**config.mk**
```make
export PLATFORM = sky130hd
export DESIGN_NAME = framebuffer_scanner
export DESIGN_NICKNAME = d
export VERILOG_FILES = /design/src/rtl/framebuffer_scanner_pkg.sv /design/src/rtl/framebuffer_scanner.sv
export SDC_FILE = /design/constraint.sdc
export NUM_CORES = 1
export LEC_CHECK = 0
export BUFFER_PORTS_ARGS = -buffer_cell sky130_fd_sc_hd__buf_2
export CELL_PAD_IN_SITES_DETAIL_PLACEMENT = 0
export CELL_PAD_IN_SITES_GLOBAL_PLACEMENT = 1
export CORE_ASPECT_RATIO = 1.1
export CORE_UTILIZATION = 37
export DETAILED_ROUTE_END_ITERATION = 16
export GPL_TIMING_DRIVEN = 1
export PLACE_DENSITY_LB_ADDON = 0.1
export SYNTH_ARGS = -nofsm -noshare
export SYNTH_HDL_FRONTEND = slang
export SYNTH_SLANG_ARGS = --single-unit
```
**constraint.sdc**
```tcl
create_clock -name Clock -period 1.66 [get_ports Clock]
set_input_delay 0.083 -clock Clock [delete_from_list [all_inputs] [get_ports Clock]]
set_output_delay 0.083 -clock Clock [all_outputs]
set_load 0.05 [all_outputs]
```
**src/rtl/framebuffer_scanner_pkg.sv**
```systemverilog
// Shared definitions for the frame RAM, its write-side loader and the read-side scanner.
package framebuffer_scanner_pkg;

  localparam int unsigned DefaultColumns     = 64;
  localparam int unsigned DefaultRowPairs    = 16;
  localparam int unsigned DefaultDwellCycles = 256;

  localparam int unsigned RamAddrW = 11;
  localparam int unsigned BankBit  = 10;

  // Pixel bit positions within a RAM word and within the panel data pair {R2, R1}.
  localparam int unsigned PixUpper = 0;
  localparam int unsigned PixLower = 1;

  typedef enum logic [1:0] {
    StShift = 2'd0,
    StBlank = 2'd1,
    StLatch = 2'd2,
    StDwell = 2'd3
  } scan_state_e;

  function automatic logic [RamAddrW-1:0] ram_addr(input logic bank,
                                                   input logic [BankBit-1:0] offset);
    return {bank, offset};
  endfunction

endpackage

```
**src/rtl/framebuffer_scanner.sv**
```systemverilog
// HUB75 scanner: reads one bank of the frame RAM row-pair by row-pair, shifts it into the
// panel, then blanks, latches, dwells, and swaps banks on request at frame boundaries.
module framebuffer_scanner
  import framebuffer_scanner_pkg::*;
#(
  parameter int unsigned COLUMNS      = DefaultColumns,
  parameter int unsigned ROW_PAIRS    = DefaultRowPairs,
  parameter int unsigned DWELL_CYCLES = DefaultDwellCycles
) (
  input  logic                         Clock,
  input  logic                         Reset,
  output logic [RamAddrW-1:0]          RamAddress,
  output logic                         RamClockEn,
  input  logic [1:0]                   RamData,
  output logic [1:0]                   PanelData,
  output logic                         PanelClock,
  output logic                         PanelLatch,
  output logic                         PanelOE_n,
  output logic [$clog2(ROW_PAIRS)-1:0] RowAddress,
  input  logic                         BankSwapReq,
  output logic                         BankSwapAck,
  output logic                         ActiveBank
);

  localparam int unsigned ColW     = $clog2(COLUMNS);
  localparam int unsigned RowW     = $clog2(ROW_PAIRS);
  localparam int unsigned ShiftLen = 2 * COLUMNS + 2;
  localparam int unsigned CntW     = $clog2(ShiftLen);
  localparam int unsigned OnW      = $clog2(DWELL_CYCLES) + 1;
  localparam int          DwellThr = int'(DWELL_CYCLES) - int'(ShiftLen);

  localparam logic [CntW-1:0] ShiftLast = CntW'(ShiftLen - 1);
  localparam logic [CntW-1:0] IssueEnd  = CntW'(2 * COLUMNS);
  localparam logic [CntW-1:0] ClkFirst  = CntW'(2);
  localparam logic [RowW-1:0] RowLast   = RowW'(ROW_PAIRS - 1);
  localparam logic [OnW-1:0]  OnMax     = '1;
  // Last DWELL cycle is the one whose on-count, including itself, reaches the threshold.
  localparam logic [OnW-1:0]  DwellLast = (DwellThr > 1) ? OnW'(DwellThr - 1) : '0;

  scan_state_e     state_q, state_d;
  logic [CntW-1:0] cnt_q, cnt_d;
  logic [RowW-1:0] row_q, row_d;
  logic [RowW-1:0] row_addr_q, row_addr_d;
  logic [OnW-1:0]  on_cnt_q, on_cnt_d;
  logic            bank_q, bank_d;
  logic            ack_q, ack_d;
  logic [1:0]      pdata_q, pdata_d;
  logic            pclk_q, pclk_d;
  logic            latch_q, latch_d;
  logic            oe_n_q, oe_n_d;
  logic [ColW-1:0] col;

  // Each column occupies two cycles: address on the even one, data returns on the odd one.
  always_comb begin
    col = '0;
    if (state_q == StShift && cnt_q < IssueEnd) begin
      col = cnt_q[ColW:1];
    end
  end

  assign RamAddress  = ram_addr(bank_q, BankBit'({row_q, col}));
  assign RamClockEn  = 1'b1;
  assign PanelData   = pdata_q;
  assign PanelClock  = pclk_q;
  assign PanelLatch  = latch_q;
  assign PanelOE_n   = oe_n_q;
  assign RowAddress  = row_addr_q;
  assign BankSwapAck = ack_q;
  assign ActiveBank  = bank_q;

  always_comb begin
    state_d    = state_q;
    cnt_d      = cnt_q;
    row_d      = row_q;
    row_addr_d = row_addr_q;
    bank_d     = bank_q;
    pdata_d    = pdata_q;
    oe_n_d     = oe_n_q;
    ack_d      = 1'b0;
    pclk_d     = 1'b0;
    latch_d    = 1'b0;
    on_cnt_d   = on_cnt_q;
    if (!oe_n_q && on_cnt_q != OnMax) begin
      on_cnt_d = on_cnt_q + 1'b1;
    end

    unique case (state_q)
      StShift: begin
        cnt_d = cnt_q + 1'b1;
        if (cnt_q[0] && cnt_q < IssueEnd) begin
          pdata_d[PixUpper] = RamData[PixUpper];
          pdata_d[PixLower] = RamData[PixLower];
        end
        // Rising edge one cycle after the data register updates.
        if (!cnt_q[0] && cnt_q >= ClkFirst && cnt_q <= IssueEnd) begin
          pclk_d = 1'b1;
        end
        if (cnt_q == ShiftLast) begin
          state_d = StBlank;
          cnt_d   = '0;
          oe_n_d  = 1'b1;
        end
      end
      StBlank: begin
        state_d    = StLatch;
        latch_d    = 1'b1;
        row_addr_d = row_q;
      end
      StLatch: begin
        state_d  = StDwell;
        oe_n_d   = 1'b0;
        on_cnt_d = '0;
        row_d    = row_q + 1'b1;
        if (row_q == RowLast && BankSwapReq) begin
          bank_d = ~bank_q;
          ack_d  = 1'b1;
        end
      end
      StDwell: begin
        if (on_cnt_q >= DwellLast) begin
          state_d = StShift;
        end
      end
      default: state_d = StShift;
    endcase
  end

  always_ff @(posedge Clock) begin
    if (Reset) begin
      state_q    <= StShift;
      cnt_q      <= '0;
      row_q      <= '0;
      row_addr_q <= '0;
      on_cnt_q   <= '0;
      bank_q     <= 1'b0;
      ack_q      <= 1'b0;
      pdata_q    <= '0;
      pclk_q     <= 1'b0;
      latch_q    <= 1'b0;
      oe_n_q     <= 1'b1;
    end else begin
      state_q    <= state_d;
      cnt_q      <= cnt_d;
      row_q      <= row_d;
      row_addr_q <= row_addr_d;
      on_cnt_q   <= on_cnt_d;
      bank_q     <= bank_d;
      ack_q      <= ack_d;
      pdata_q    <= pdata_d;
      pclk_q     <= pclk_d;
      latch_q    <= latch_d;
      oe_n_q     <= oe_n_d;
    end
  end

endmodule

```
==> results.cfg <==
[yosys]
synth_top_area_cell = dfxtp_1
synth_ff_type = dfxtp_1
ys_seq_area_frac = 0.415
synth-compound-area-share = 0.0884
synthArstFlopShare = 0
synth-xor-area-share = 0.0800
synth_top_family_by_area = simple AND/OR/NAND/NOR gates
synth-seq-cells = 34
synth_cells = 179
post_synth_main_area_contributors = dfxtp_1 (41%), ha_1 (8.4%), xor2_1 (6.4%), nor2_1 (6.2%), mux2i_1 (3.7%)
synth_top_area_share = 0.415
synth.mux.area_fraction = 0.0434
synth_area_um2 = 1640
synthTopCellsByCount = dfxtp_1 (34), nor2_1 (27), nand2_1 (14), xor2_1 (12), ha_1 (11)
synth_edf_count = 0
synth.most_common_cell = dfxtp_1
avgSynthCellArea_um2 = 9.17
yosys.area_share.simple = 0.226
synthAdderAreaFrac = 0.0838
yosysWarnings = 0
ys_types = 37
synth_nets = 195

[min_path]
whs_path_depth = 3
hp-start = RamData[0]
worstHoldPathType = primary input to flip-flop
worstHoldEndpoint = PanelData[0]

[clocking]
cts_buffers = 5
clkSinkCount = 34
ctsLongestPathBuffers = 2
cts_tree = yes
cts_setup_buffers = 0
clkTransAtPathRegs_ns = 0.07
cts-root-buf = clkbuf_8
htree_num_levels = 2
clk_latency_ns = 0.28
cts_hold_buf = 0

[finish]
antennaDiodeCount = 0
area_delta_synth_final_pct = 26.5
seqCellArea_um2 = 684
multiInputGateArea_um2 = 916
fin_nets = 234
drive_gt1_frac = 0.329
nFillCells = 419
utilization = 0.485

[setup_path]
crit_required_ns = 1.85
crit_path_top_delay_cell = or4_4
critPathCaptureType = flip-flop
worstPathArrival_ns = 1.85
rr_endpoint = state_q[0]
cp-start-kind = flip-flop
worstReg2RegStart = cnt_q[3]
crit_type = flip-flop to flip-flop
reg2reg_depth = 4
cp_max_fo = 3
cpPeakStageDelay_ns = 0.58
reg2reg_slack_ns = 0.003
cp_cell_sequence = or4_4, o31ai_4, nand2_2, a221oi_2

[status]
status = finished clean

[floorplanning]
die_area_um2 = 4710
rows = 25
start_util = 0.383
coreArea_um2 = 4290
die_h_um = 71.9
io_pins = 28
die_w_um = 65.5

[global_routing]
grt_first_pass_wirelength_um = 5350
gr-total-overflow = 0
grt.total_usage = 0.151
grt_pass1_vias = 1261
grt_max_degree = 19
antenna_found_initial = 0

[routing]
drt_pass1_iterations = 4
wl_per_cell_um = 11.6
drc_errors = 0
vias = 1321
avgViaCountPerCell = 4.84
wl_um = 3180
drt_iter0_markers = 49
antenna_left = 0

[placed_design]
portBuffers = 26
dp_hpwl_um = 2380
place.gp.congestion = 0.734

[sta]
maxClockFrequency_mhz = 603
slew_viol_final = 0
skew_ns = 0.00833
period_minus_slack_ns = 1.66
rsz0062_at_grt = yes
fin_crit_sh = 0.998
final_hold_viol_count = 0
setup_viol = 0

[power_and_ir_drop]
ir_worst_vdd_v = 0.000524
p_total_w = 0.00242
p_per_area_nw_per_um2 = 1170
total_leakage_power_nw = 0.898

[flow_run]
maxCapViolations = 0
-- worst max-delay path, delay by kind of cell, from the launching register on --
| kind | cells | cell delay, ns |
|---|---|---|
| flops | 1 | 0.32 |
| simple gates | 2 | 0.68 |
| compound gates | 2 | 0.56 |
-- final cells by class --
type,instances,area share
multi-input cells,127,0.441
flip-flops and latches,34,0.330
repair buffers,42,0.131
clock buffers,7,0.0367
well taps,54,0.0325
clock inverters,1,0.0145
inverters,8,0.0145
-- registers in the layout (all words and copies together) (netlist names) --
signal       count
ActiveBank       1
BankSwapAck      1
PanelClock       1
PanelData        2
PanelLatch       1
PanelOE_n        1
RowAddress       4
cnt_q            8
on_cnt_q         9
row_q            4
state_q          2
-- where the power goes --
group	switching, W	internal (W)
logic	0.000448	0.000311
clock network	0.000285	0.000449
registers	0.0000529	0.000878
-- how the worst max path moves through the flow --
| stage | from | depth (start not counted) | end | slack, ns |
|---|---|---|---|---|
| floorplan | cnt_q[3] | 4 | PanelClock | 0.03 |
| global placement | cnt_q[3] | 4 | PanelClock | 0.04 |
| detailed placement | cnt_q[3] | 4 | state_q[0] | -0.01 |
| CTS | cnt_q[3] | 4 | state_q[0] | -0.002 |
| global route | cnt_q[3] | 4 | state_q[0] | -0.06 |
| finish | cnt_q[3] | 4 | state_q[0] | 0.003 |
-- routing by layer --
metal  routed length, µm  global-route usage  vias to the layer above  part of all wire
met1                1370               0.165                      629              0.43
met3                 115              0.0478                        5             0.036
met4                  40              0.0652                        0             0.013
met2                1650               0.263                       18              0.52
li1                    -                   -                      669                 -
met5                   0                   0                        -                 0
-- per-stage QoR --
step	area, µm²	instances	setup slack, ns	hold slack [ns]	setup TNS [ns]
2_1_floorplan	1650	179	0.0343	0.243	0
3_3_place_gp	1900	265	0.0421	0.347	0
3_5_place_dp	1900	265	-0.0108	0.365	-0.0108
4_1_cts	2040	273	-0.00152	0.0634	-0.00152
5_1_grt	2080	273	-0.0556	0.0862	-0.140
6_report	2080	273	0.00286	0.0721	0
-- repair_timing --
action                                  in CTS  in global routing
pin swaps                                    0                  0
resized for setup                           12                 11
endpoints found under the setup margin       8                 22
-- kinds of logic after synthesis --
family | Yosys count
AO/OA/AOI/OAI | 17
XOR/XNOR | 15
adder cells (fa/ha/maj) | 11
buffers and inverters | 18
flip-flops | 34
multiplexers | 7
other | 1
AND/OR/NAND/NOR | 76
-- layout by cell type, fill, tap and decap left out, types with 2 or more instances in the layout --
cell and instances:
dfxtp_1 31, nor2_1 26, buf_2 20, buf_4 20, nand2_1 13, xor2_1 12
nand4_1 8, ha_1 8, inv_1 7, mux2i_1 6, and2_1 5, a21oi_1 5
nand3_1 5, clkbuf_8 5, o21ai_0 4, xnor2_1 3, dfxtp_2 3, nor3_1 2
nor3_2 2, or2_2 2, or3_1 2, ha_2 2, clkbuf_1 2, buf_6 2
No activity file was read; power rests on OpenSTA's default activity.
